**config.mk**
```make
export PLATFORM = sky130hd
export DESIGN_NAME = if_fetch
export DESIGN_NICKNAME = d
export VERILOG_FILES = /design/src/rtl/if_fetch.sv
export SDC_FILE = /design/constraint.sdc
export NUM_CORES = 1
export LEC_CHECK = 0
export BUFFER_PORTS_ARGS = -buffer_cell sky130_fd_sc_hd__buf_4
export CORE_MARGIN = 2
export CORE_UTILIZATION = 38
export CTS_CLUSTER_SIZE = 14
export DETAILED_ROUTE_END_ITERATION = 10
export HOLD_SLACK_MARGIN = 0.15
export SYNTH_ARGS = -nofsm -noshare
export SYNTH_HDL_FRONTEND = slang
export SYNTH_SLANG_ARGS = --single-unit
```
**constraint.sdc**
```tcl
create_clock -name clk -period 6.2 [get_ports clk]
set_clock_uncertainty 0.2 [all_clocks]
set_input_delay 1.24 -clock clk [delete_from_list [all_inputs] [get_ports clk]]
set_output_delay 1.24 -clock clk [all_outputs]
set_load 0.05 [all_outputs]
```
**src/rtl/if_fetch.sv**
```systemverilog
// ---------------------------------------------------------------------------
// if_fetch -- instruction-fetch initiator for the instruction ROM.
//
// Holds the program counter, requests one instruction per cycle from a
// combinational ROM, and queues the returned {pc, inst} pairs in a small
// FIFO toward the decode stage. A branch/jump redirect flushes the queue
// and restarts fetching at the (word-aligned) target.
//
// Ports
//   clk           : system clock, rising edge
//   rst           : asynchronous active-low reset
//   rom_ce        : ROM chip enable, 1 = fetch request this cycle
//   rom_addr      : ROM byte address, always the current PC
//   rom_inst      : instruction word returned by the ROM in the same cycle
//   redirect_i    : branch/jump taken; flush and load redirect_pc_i
//   redirect_pc_i : redirect target byte address (low 2 bits ignored)
//   if_valid_o    : head FIFO entry valid toward decode
//   if_ready_i    : decode accepts the head entry this cycle
//   if_pc_o       : PC of the head entry (0 when empty)
//   if_inst_o     : instruction of the head entry (0 when empty)
// ---------------------------------------------------------------------------
module if_fetch #(
  parameter logic [31:0] RESET_PC = 32'h0000_0000,
  parameter int          DEPTH    = 2,
  parameter int          PTR_W    = 1
) (
  input  logic        clk,
  input  logic        rst,
  output logic        rom_ce,
  output logic [31:0] rom_addr,
  input  logic [31:0] rom_inst,
  input  logic        redirect_i,
  input  logic [31:0] redirect_pc_i,
  output logic        if_valid_o,
  input  logic        if_ready_i,
  output logic [31:0] if_pc_o,
  output logic [31:0] if_inst_o
);

  localparam logic [PTR_W:0]   DEPTH_C = (PTR_W + 1)'(DEPTH);
  localparam logic [PTR_W:0]   CNT_ONE = (PTR_W + 1)'(1);
  localparam logic [PTR_W-1:0] PTR_ONE = PTR_W'(1);

  logic [31:0]      pc;
  logic [PTR_W-1:0] wr_ptr;
  logic [PTR_W-1:0] rd_ptr;
  logic [PTR_W:0]   count;

  logic [31:0] pc_mem   [DEPTH];
  logic [31:0] inst_mem [DEPTH];

  logic push;
  logic pop;

  assign rom_addr   = pc;
  assign if_valid_o = (count != '0);

  // A full FIFO still accepts a new entry when the head leaves this cycle.
  assign pop  = if_valid_o & if_ready_i;
  assign push = rom_ce & ~redirect_i & ((count < DEPTH_C) | pop);

  // Head is gated by valid so stale storage never leaks out when empty.
  assign if_pc_o   = if_valid_o ? pc_mem[rd_ptr]   : 32'h0;
  assign if_inst_o = if_valid_o ? inst_mem[rd_ptr] : 32'h0;

  // NOTE: sequential state uses non-blocking assignments so every register
  // samples the pre-edge values of the others, independent of block order.
  always_ff @(posedge clk or negedge rst) begin
    if (!rst) begin
      pc     <= RESET_PC;
      rom_ce <= 1'b0;
      wr_ptr <= '0;
      rd_ptr <= '0;
      count  <= '0;
    end else begin
      rom_ce <= 1'b1;
      if (redirect_i) begin
        // Redirect wins over everything: drop queued entries, ignore pop.
        pc     <= redirect_pc_i & 32'hFFFF_FFFC;
        wr_ptr <= '0;
        rd_ptr <= '0;
        count  <= '0;
      end else begin
        if (push) begin
          pc     <= pc + 32'd4;
          wr_ptr <= wr_ptr + PTR_ONE;
        end
        if (pop) begin
          rd_ptr <= rd_ptr + PTR_ONE;
        end
        unique case ({push, pop})
          2'b10:   count <= count + CNT_ONE;
          2'b01:   count <= count - CNT_ONE;
          default: count <= count;
        endcase
      end
    end
  end

  // NOTE: the FIFO storage is deliberately not reset; entries are only ever
  // observed through the reset pointers/count, so clearing it buys nothing.
  always_ff @(posedge clk) begin
    if (push) begin
      pc_mem[wr_ptr]   <= pc;
      inst_mem[wr_ptr] <= rom_inst;
    end
  end

endmodule

```
-- Yosys cells after proc, flatten, opt, wreduce, memory -nomap -nowiden
Memory sizes are Yosys's and may differ from the RTL's.
Cells that the tools add are included.
- logic and storage cells: 36
- output and inout port bits: 98
- bits in registers: 37
- memories: 2
- bits of input ports: 68
- bits in writable memories: 128
- memory list (memory ; words ; bits a word ; read ports ; clocked after memory_dff ; write ports ; line ; source):
    inst_mem ; 2 ; 32 ; 1 ; 0 ; 1 ; 50 ; logic [31:0] inst_mem [DEPTH];
    pc_mem ; 2 ; 32 ; 1 ; 0 ; 1 ; 49 ; logic [31:0] pc_mem [DEPTH];
- multiplexer cells: 12
- order comparisons: 1
- equal/unequal tests: 2
- reductions and logical operators: 4
- bitwise operators: 5
- $add $sub $neg: 5
- operators with widths (operator ; count):
    $mux W32 ; 4
    $add A32 B3 Y32 const B ; 1
    $mux W1 ; 6
    $reduce_bool A2 Y1 ; 3
    $pmux W2 S2 ; 1
    $and A1 B1 Y1 ; 3
    $reduce_bool A3 Y1 ; 1
    $add A1 B1 Y1 const B ; 2
    $add A2 B1 Y2 const B ; 1
    $eq A2 B1 Y1 const B ; 1
    $eq A2 B2 Y1 const B ; 1
    $lt A2 B2 Y1 const B ; 1
    $mux W2 ; 1
    $sub A2 B1 Y2 const B ; 1
    $not A1 Y1 ; 1
    $or A1 B1 Y1 ; 1

-- Depth between registers and ports, before layout
Gate-level depths: netlist of run 1.
- depth after elaboration: 7
- mapped depth: 6
- gate-level depth less buffers: 6

-- Worst setup path after synthesis of run 1
OpenSTA, ideal clock, no wires.
- path type: input -> register
- start: in redirect_i
- end: mem inst_mem[1][0], enable pin
- stages on the path: 3
- arrival: 6188 ps
- path slack: -759 ps
- cells stage by stage: clkbuf_1 clkbuf_1 nor3b_1
- cells in the longest elaborated chain, start to end: 5
- RTL lines (element ; line ; source):
    start: declaration ; 32 ; input logic redirect_i,
    $not A1 Y1 ; 60 ; assign push = rom_ce & ~redirect_i & ((count < DEPTH_C) | pop);
    $and A1 B1 Y1 (2 in series) ; 60 ;
    $mux W1 ; 103 ; if (push) begin
    $mux W1 (not written as such) ; 105 ; inst_mem[wr_ptr] <= rom_inst;
    end: declaration ; 50 ;
Every way passes these cells.

-- Final worst setup path of run 1
- start: reg count[1]
- end: out if_pc_o[15]
- cells in the longest elaborated chain, start to end: 2
- RTL lines (element ; line ; source):
    start: declaration ; 47 ; logic [PTR_W:0] count;
    start signal: assignment ; 92 ; 2'b10: count <= count + CNT_ONE;
    start signal: assignment ; 93 ; 2'b01: count <= count - CNT_ONE;
    start signal: assignment ; 94 ; default: count <= count;
    $reduce_bool A2 Y1 ; 56 ; assign if_valid_o = (count != '0);
    $mux W32 ; 63 ; assign if_pc_o = if_valid_o ? pc_mem[rd_ptr] : 32'h0;
    end: declaration ; 36 ; output logic [31:0] if_pc_o,
Every way passes these cells.

==> results.py, run 1 <==
metrics = {
    "yosys": {
        "synth_area_um2": 6660,
        "ys_types": 34,
        "yosys_warnings": 0,
        "yosysTopAreaCell": "edfxtp_1",
        "ys.flop_type": "edfxtp_1",
        "syn_avg_cell_area_um2": 13.51,
        "ys_ff_latch": 159,
        "async_flop_share": 0.2201,
        "synth_top_area_frac": 0.5591,
        "synth_edf_count": 124,
        "synthTopCellsByArea": "edfxtp_1 56%, dfrtp_1 13%, mux2i_1 9.5%",
        "synthCells": 493,
        "ys_seq_area_frac": 0.6906,
    },
    "die": {
        "die_w_um": 136.4,
        "die_y_um": 136.4,
        "start_util": 0.3864,
        "top_level_ports": 166,
        "dieArea_um2": 18600,
        "core-area_um2": 17240,
        "rows": 48,
    },
    "setup_path": {
        "path_class": "flip-flop to output pin",
        "cp-start-kind": "flip-flop",
        "r2r_start": "count[1]$_DFFE_PN0P_",
        "cp_slowest_stage_delay_ns": 0.61,
        "reg2regPathDepth": 4,
        "crit_fanout": 36,
        "crit_buf_inv": 2,
        "worstPathRequired_ns": 4.76,
        "reg2reg_to": "pc_mem[1][30]$_DFFE_PP_",
        "cp_slowest_cell": "nor2_4",
        "crit_path_cell_trace": "nor2_4 -> buf_4 -> nor2_1 -> buf_4",
        "cp-end-kind": "output pin",
        "worst_path_most_repeated_cell": "buf_4",
        "path_delay_family": "simple AND/OR/NAND/NOR gates",
        "crit_arrival_ns": 2.38,
        "regToRegSetupSlack_ns": 3.42,
    },
    "clocking": {
        "path_clk_slew_ns": 0.06,
        "cts-root-buf": "clkbuf_16",
        "cts_tree": "built",
        "cts_buffers": 17,
        "postCtsSetupBuffers": 0,
        "ctsHoldBuffers": 0,
        "clock-sinks": 159,
        "clock_latency_ns": 0.42,
        "htree_num_levels": 4,
        "cts_buffer_depth": 2,
        "cts.repair.resized": 0,
    },
    "timing": {
        "tightest_slew_ns": 1.198,
        "slew_viol_final": 0,
        "whs_ns": 0.3508,
        "fin_crit_sh": 0.6159,
        "slew-limit-headroom": 0.2003,
        "hold_viol": 0,
        "fin_ws_ns": 2.381,
        "min_period_ns": 3.819,
        "tns_ns": 0,
        "rsz0062_at_grt": "no",
        "maxClockFrequency_mhz": 261.9,
        "setup_viol": 0,
    },
    "placed_design": {
        "port-buffer-count": 159,
        "post-place-ws_ns": 2.446,
        "gp_congestion": 0.7638,
        "hpwl_mm": 9.305,
    },
    "min_path": {
        "min_to": "pc_mem[0][16]$_DFFE_PP_",
        "hold_depth": 0,
        "hold_class": "flip-flop to flip-flop",
        "hp-start": "rom_addr[16]$_DFFE_PN0P_",
    },
    "global_routing": {
        "grt_start_max_net_pins": 67,
        "grt_first_pass_wirelength_mm": 22.47,
        "grt_overflow": 0,
        "grt_usage": 0.1619,
        "grt_pass1_vias": 4303,
        "antenna_found_initial": 0,
    },
    "route": {
        "ant_nets": 0,
        "remaining_drc_errors": 0,
        "wire_per_inst_um": 16.44,
        "vias": 4314,
        "dr.pass1.iters": 4,
        "first_iter_violations": 209,
        "viasPerCell": 4.864,
        "wl_mm": 14.58,
    },
    "finish": {
        "nFillCells": 1503,
        "nets": 718,
        "diodes": 0,
        "drive_above_1_share": 0.3066,
        "syn_to_final_growth_pct": 30.70,
    },
    "pwr": {
        "ir_worst_vdd_mv": 0.1802,
        "p_leak_uw": 0.003334,
        "p_per_area_nw_per_um2": 329.7,
    },
    "job": {
        "drv_cap": 0,
    },
    "run_status": {
        "status": "finished, final reports clean",
    },
}
## worst max path at each step
stage                                     from                  endpoint  slack [ns]  depth (start not counted)
after floorplan                     redirect_i  inst_mem[0][0]$_DFFE_PP_        1.44                          3
after global placement              if_ready_i   pc_mem[1][19]$_DFFE_PP_        2.51                          5
after detailed placement            if_ready_i   pc_mem[1][20]$_DFFE_PP_        2.45                          5
after CTS                 count[1]$_DFFE_PN0P_               if_pc_o[15]        2.33                          4
after global routing      count[1]$_DFFE_PN0P_               if_pc_o[15]        2.24                          4
final                     count[1]$_DFFE_PN0P_               if_pc_o[15]        2.38                          4
## cell families (layout without fill, tap and decap cells)
logic type                 after synthesis  after routing  synth area share
adders and majority gates                1              1          0.001878
xor gates and xnor gates                31             31           0.04077
other                                    2              5          0.001128
and+or+nand+nor                        168            168            0.1206
muxes                                   63             63           0.09468
buffers and inverters                   35            201           0.02386
AOI/OAI and AO/OA                       34             34           0.02649
DFF                                    159            159            0.6906
## registers in the layout, summed over array words and instances, names as in the netlist
name / count
rom_ce: 1
rd_ptr: 1
wr_ptr: 1
inst_mem: 64
pc_mem: 60
count: 2
rom_addr: 30
## power breakdown
part           internal, µW  switching (µW)  total (µW)  leakage, µW
clock                   674             411        1090     0.000300
combinational           164             334         498      0.00146
sequential             1220            66.5        1290      0.00157
total                  2060             812        2870      0.00333
## synthesized netlist by cell type (2+ instances only)
library cell,count
and3_1,4
o21ai_1,4
dfrtp_1,35
xor2_1,5
nand4_1,3
nand4_2,2
nand2_1,47
clkbuf_1,17
o21ai_0,27
xnor2_1,26
nand3_1,8
buf_2,7
conb_1,2
buf_4,5
and4_1,3
nor3b_1,2
edfxtp_1,124
nor2_1,72
nor3_1,11
nor4_4,2
and2_1,3
inv_1,6
nor4_1,5
mux2i_1,63
## routing by layer
metal  vias to the layer above  part of all wire  GRT usage
li1                       2074                 -          -
met1                      2070              0.43     0.2043
met2                       153              0.48     0.2635
met3                        17             0.079    0.04996
met4                         0             0.013    0.05787
met5                         -                 0          0
## cell usage in the layout (no fill, tap or decap), drive strengths merged
cell type	n
a21oi	1
a221oi	1
and2	3
and3	4
and4	3
buf	163
bufinv	4
clkbuf	18
clkinv	6
clkinvlp	1
conb	5
dfrtp	35
edfxtp	124
ha	1
inv	9
mux2i	63
nand2	47
nand2b	1
nand3	9
nand4	5
nor2	72
nor2b	1
nor3	12
nor3b	2
nor4	8
o21a	1
o21ai	31
or3	1
xnor2	26
xor2	5
## per-stage QoR
stage | area, µm² | instances | utilization | total power, µW
finish | 8705 | 887 | 0.5050 | 2870
detailed placement | 8087 | 855 | 0.4691 | 1813
global route | 8705 | 887 | 0.5050 | 2978
CTS | 8705 | 887 | 0.5050 | 2904
global placement | 8087 | 855 | 0.4691 | 1804
floorplan | 6681 | 496 | - | 1630
## layout make-up
| class | instances | area (µm²) | share of cell area |
|---|---|---|---|
| well taps | 225 | 281.5 | 0.03234 |
| repair buffers | 163 | 1236 | 0.1420 |
| clock buffers | 18 | 429.2 | 0.04930 |
| flip-flops and latches | 159 | 4603 | 0.5288 |
| inverters | 6 | 22.52 | 0.002587 |
| multi-input cells | 302 | 1943 | 0.2232 |
| clock inverters | 14 | 188.9 | 0.02170 |
Note: power is estimated with default switching activity, not from simulation.
==> run 2: changes to the inputs <==
ABC_AREA = 1   (was unset)
clock period = 3.6 ns   (was 6.2 ns; I/O delays follow)
==> run 2 against run 1 <==
Count of clock-buffer cells in the layout increased by 1; cell area is 5.4% higher; sequential power grew 77%; synthesized cell count rose by 49%; total power is 110% higher; utilization barely moved; area after synthesis increased by 6.6%; sequential cell count did not move; critical endpoint is now if_pc_o[28]; combinational power rose to 3.9 times the previous value; largest cell class unchanged.
==> results.py, run 2 <==
metrics = {
    "pwr": {
        "ir_worst_vdd_mv": 0.2998,
        "p_per_area_nw_per_um2": 647.8,
        "p_leak_uw": 0.003859,
    },
    "yosys": {
        "yosys_warnings": 0,
        "yosysMostFrequentCell": "nand2_1",
        "synth_area_um2": 7102,
        "async_flop_share": 0.2201,
        "synthTopCellsByCount": "294 x nand2_1, 124 x edfxtp_1, 64 x a21oi_1",
        "ys_seq_area_frac": 0.6476,
        "synth_top_area_frac": 0.5243,
        "syn_avg_cell_area_um2": 9.649,
        "synth_edf_count": 124,
        "yosysTopAreaCell": "edfxtp_1",
        "ys_ff_latch": 159,
        "synthTopCellsByArea": "edfxtp_1 52%, nand2_1 16%, dfrtp_1 12%",
        "synthCells": 736,
        "ys.flop_type": "edfxtp_1",
        "ys_types": 30,
    },
    "finish": {
        "drive_above_1_share": 0.2426,
        "final_cell_mix": "294 x nand2_1, 167 x buf_4, 124 x edfxtp_1",
        "diodes": 0,
        "final_util": 0.5054,
        "regMostFlops": "inst_mem",
        "nFillCells": 1688,
        "multiInputGateArea_um2": 2203,
        "seqCellArea_um2": 4601,
        "syn_to_final_growth_pct": 29.14,
        "largest_reg_flops": 64,
        "layout_commonest_cell": "nand2_1",
        "nets": 967,
    },
    "run_status": {
        "status": "finished, final reports clean",
    },
    "placed_design": {
        "port-buffer-count": 159,
        "gp_congestion": 0.8990,
        "hpwl_mm": 11.75,
    },
    "die": {
        "top_level_ports": 166,
        "start_util": 0.3913,
        "dieArea_um2": 19800,
        "die_y_um": 140.7,
        "die_w_um": 140.7,
        "core-area_um2": 18150,
        "rows": 49,
    },
    "timing": {
        "slew_viol_final": 0,
        "hold_viol": 0,
        "rsz0062_at_grt": "no",
        "tns_ns": 0,
        "slew-limit-headroom": 0.4771,
        "maxClockFrequency_mhz": 333.0,
        "setup_viol": 0,
        "tightest_slew_ns": 0.7843,
        "fin_crit_sh": 0.8342,
        "min_period_ns": 3.003,
    },
    "global_routing": {
        "grt_first_pass_wirelength_mm": 27.37,
        "grt_pass1_vias": 5026,
        "grt_usage": 0.1796,
        "grt_start_max_net_pins": 65,
        "antenna_found_initial": 0,
        "grt_overflow": 0,
    },
    "setup_path": {
        "crit_fanout": 29,
        "worstPathRequired_ns": 2.68,
        "reg2reg_to": "inst_mem[1][22]$_DFFE_PP_",
        "crit_arrival_ns": 2.08,
        "regToRegSetupSlack_ns": 1.58,
        "reg2regPathDepth": 4,
        "path_class": "flip-flop to output pin",
        "cp-start-kind": "flip-flop",
        "cp-end-kind": "output pin",
        "r2r_start": "count[1]$_DFFE_PN0P_",
    },
    "clocking": {
        "path_clk_slew_ns": 0.06,
        "clock-sinks": 159,
        "cts-root-buf": "clkbuf_16",
        "cts.repair.resized": 0,
        "cts_buffer_depth": 2,
        "ctsHoldBuffers": 1,
        "htree_num_levels": 4,
        "clock_latency_ns": 0.42,
        "cts_buffers": 17,
        "cts_tree": "built",
        "postCtsSetupBuffers": 0,
    },
    "route": {
        "ant_nets": 0,
        "wl_mm": 17.81,
        "remaining_drc_errors": 0,
        "dr.pass1.iters": 5,
        "wire_per_inst_um": 15.62,
        "first_iter_violations": 345,
        "viasPerCell": 4.843,
        "vias": 5521,
    },
    "min_path": {
        "hp-start": "rom_inst[21]",
        "min_to": "inst_mem[0][21]$_DFFE_PP_",
        "hold_class": "input port to flip-flop",
        "hold_depth": 1,
    },
    "job": {
        "drv_cap": 0,
    },
}
[run 2: cell count changes in the layout (fill, tap and decap cells not counted), moves of 9 or more]
cell,previous run,this run
xnor2_1,26,2
nor3_1,10,1
nand2_1,47,294
nor2_1,71,45
a21oi_1,1,64
inv_1,6,45
mux2i_1,63,0
nand3_1,8,26
[run 2: logic make-up (layout without fill, tap and decap cells)]
group,count (synthesis),after routing,synth area share
buf+inv,80,252,0.04651
compound gates,98,98,0.07364
flops,159,159,0.6476
fa+ha+maj,1,1,0.001762
simple gates,387,387,0.2183
xor+xnor,9,9,0.01110
other cells,2,5,0.001057
[run 2: where the power goes]
part           total, µW  switching [µW]  internal, µW
Combinational       1930            1400           521
Sequential          2280             131          2150
Clock               1730             714          1020
Total               5940            2250          3690
[run 2: per-layer routing]
metal | vias to the layer above | global-route usage | routed length, µm
met4 | 0 | 0.05789 | 274
li1 | 2740 | - | -
met2 | 156 | 0.2837 | 8253
met3 | 16 | 0.03668 | 962
met5 | - | 0 | 0
met1 | 2609 | 0.2506 | 8320
[run 2: layout make-up]
type / count / area share
Sequential cell: 159 / 0.5016
Clock buffer: 19 / 0.04720
Tap cell: 229 / 0.03124
Clock inverter: 13 / 0.01501
Inverter: 49 / 0.02033
Multi-Input combinational cell: 500 / 0.2402
Timing Repair Buffer: 171 / 0.1443
[run 2: worst max path at each step]
stage / depth (start not counted) / endpoint / slack, ns / start
5_1_grt: 5 / if_pc_o[28] / 0.43 / rd_ptr$_DFFE_PN0P_
6_report: 5 / if_pc_o[28] / 0.60 / rd_ptr$_DFFE_PN0P_
2_1_floorplan: 4 / inst_mem[0][0]$_DFFE_PP_ / 0.20 / redirect_i
3_3_place_gp: 5 / inst_mem[1][31]$_DFFE_PP_ / 0.89 / redirect_i
3_5_place_dp: 5 / inst_mem[1][31]$_DFFE_PP_ / 0.88 / redirect_i
4_1_cts: 5 / if_pc_o[2] / 0.55 / rd_ptr$_DFFE_PN0P_
[run 2: stage by stage]
stage,power (µW),instance area (µm²),worst slack (ns),std cells,hold slack (ns)
global placement,4241,8591,0.8949,1107,0.3195
floorplan,3599,7118,0.2049,739,0.2244
CTS,5999,9171,0.5490,1140,0.2665
finish,5941,9171,0.5969,1140,0.2856
detailed placement,4257,8591,0.8789,1107,0.3300
global route,6190,9171,0.4284,1140,0.2661
[run 2: worst max-delay path, stage by stage, from the launching register on]
cell and delay (ns):
dfrtp_2 0.40, inv_2 0.40, buf_4 0.35, nand2_1 0.07, a21oi_1 0.18, buf_4 0.23
==> run 3: changes to the inputs <==
ABC_AREA = 0   (was 1)
clock period = 3.1 ns   (was 3.6 ns; I/O delays follow)
==> run 3 against run 2 <==
Cell area decreased by 4.2%; highest routed layer unchanged; critical path type unchanged; hold slack lost 0.10 ns; critical endpoint is now if_inst_o[8]; non-clock buffer count down 2; sequential power is 12% higher.
==> results.py, run 3 (synthesis gave the netlist of run 1 again) <==
metrics = {
    "run_status": {
        "status": "finished, final reports clean",
    },
    "setup_path": {
        "crit_fanout": 24,
        "cp-start-kind": "flip-flop",
        "path_class": "flip-flop to output pin",
        "worstPathRequired_ns": 2.28,
        "crit_arrival_ns": 1.95,
        "cp-end-kind": "output pin",
    },
    "placed_design": {
        "gp_congestion": 0.7863,
        "dp_cells": 860,
        "port-buffer-count": 159,
        "hpwl_mm": 9.452,
        "placed_area_um2": 8168,
    },
    "route": {
        "wire_per_inst_um": 16.22,
        "vias": 4303,
        "ant_nets": 0,
        "first_iter_violations": 174,
        "remaining_drc_errors": 0,
        "dr.pass1.iters": 4,
        "viasPerCell": 4.819,
        "wl_mm": 14.48,
    },
    "finish": {
        "multiInputGateArea_um2": 1948,
        "diodes": 0,
        "syn_to_final_growth_pct": 31.90,
        "nets": 724,
        "layout_commonest_cell": "buf_4",
        "seqCellArea_um2": 4604,
        "nFillCells": 1528,
        "postLayoutCellArea_um2": 8785,
        "finalNonFillerCells": 893,
        "final_util": 0.5097,
        "drive_above_1_share": 0.3189,
        "regMostFlops": "inst_mem",
        "final_cell_mix": "164 x buf_4, 124 x edfxtp_1, 71 x nor2_1",
        "largest_reg_flops": 64,
    },
    "timing": {
        "slew-limit-headroom": 0.5881,
        "whs_ns": 0.1860,
        "slew_viol_final": 0,
        "min_period_ns": 2.765,
        "fin_crit_sh": 0.8919,
        "maxClockFrequency_mhz": 361.7,
        "hold_viol": 0,
        "rsz0062_at_grt": "no",
        "tightest_slew_ns": 0.6179,
        "setup_viol": 0,
    },
    "clocking": {
        "cts_buffer_depth": 2,
        "cts_buffers": 17,
        "postCtsSetupBuffers": 0,
        "cts-root-buf": "clkbuf_16",
        "cts_tree": "built",
        "cts.repair.resized": 0,
        "htree_num_levels": 4,
        "clock_latency_ns": 0.42,
        "clock-sinks": 159,
        "path_clk_slew_ns": 0.06,
    },
    "global_routing": {
        "grt_overflow": 0,
        "grt_start_max_net_pins": 67,
        "grt_usage": 0.1617,
        "grt_first_pass_wirelength_mm": 22.38,
        "grt_pass1_vias": 4359,
        "antenna_found_initial": 0,
    },
    "min_path": {
        "hold_class": "input port to flip-flop",
    },
    "die": {
        "top_level_ports": 166,
        "die_w_um": 136.4,
        "die_y_um": 136.4,
        "start_util": 0.3864,
        "rows": 48,
        "core-area_um2": 17240,
        "dieArea_um2": 18600,
    },
    "pwr": {
        "ir_worst_vdd_mv": 0.3869,
        "p_leak_uw": 0.003368,
        "p_per_area_nw_per_um2": 647.0,
        "power.total_uw": 5684,
    },
    "job": {
        "drv_cap": 0,
    },
}
[run 3: cell count changes in the layout (fill, tap and decap cells not counted), moves of 24 or more]
cell,delta
nand2_1,-248
a21oi_1,-63
mux2i_1,+63
inv_1,-39
nor2_1,+26
xnor2_1,+24
[run 3: layer usage]
metal	routed length [µm]	GRT usage	up-vias
met4	248	0.06539	0
met2	6916	0.2661	132
li1	-	-	2078
met1	6304	0.1964	2075
met5	0	0	-
met3	1012	0.05332	18
[run 3: stage by stage]
stage               setup WS, ns  setup TNS, ns
detailed placement        0.6909              0
global route              0.1863              0
global placement          0.7098              0
CTS                       0.2507              0
finish                    0.3350              0
floorplan               -0.06773         -4.199
[run 3: path summary, 6_finish.rpt]
kind                                          start                       end  slack (ns)  depth (start not counted)
min in group asynchronous                       rst  rom_addr[14]$_DFFE_PN0P_        0.50                          2
hold reg to reg            rom_addr[16]$_DFFE_PN0P_   pc_mem[0][16]$_DFFE_PP_        0.35                          0
hold / removal                          rom_inst[0]  inst_mem[0][0]$_DFFE_PP_        0.19                          1
setup reg to reg           rom_addr[10]$_DFFE_PN0P_  rom_addr[29]$_DFFE_PN0P_        0.86                          6
max in group asynchronous                       rst        rd_ptr$_DFFE_PN0P_        1.82                          2
setup / recovery                 rd_ptr$_DFFE_PN0P_              if_inst_o[8]        0.33                          4
[run 3: critical path: stages, from the launching register on]
cell	delay (ns)
dfrtp_4	0.72
buf_4	0.32
mux2i_1	0.22
nor2_1	0.06
buf_4	0.20
[run 3: area by class of cell]
| class | count | area share |
|---|---|---|
| sequential | 159 | 0.5241 |
| multi-input combinational | 302 | 0.2218 |
| timing repair buffer | 169 | 0.1504 |
| clock buffer | 19 | 0.05042 |
| tap | 225 | 0.03205 |
| clock inverter | 13 | 0.01866 |
| inverter | 6 | 0.002564 |
[run 3: power by group]
| part | switching, µW | internal, µW | total [µW] |
|---|---|---|---|
| clock | 811 | 1290 | 2100 |
| combinational | 694 | 341 | 1040 |
| sequential | 109 | 2440 | 2550 |
[run 3: timing repair]
action,CTS,global route
setup endpoints to repair,0,0
hold buffers,1,0
hold endpoints to repair,35,0
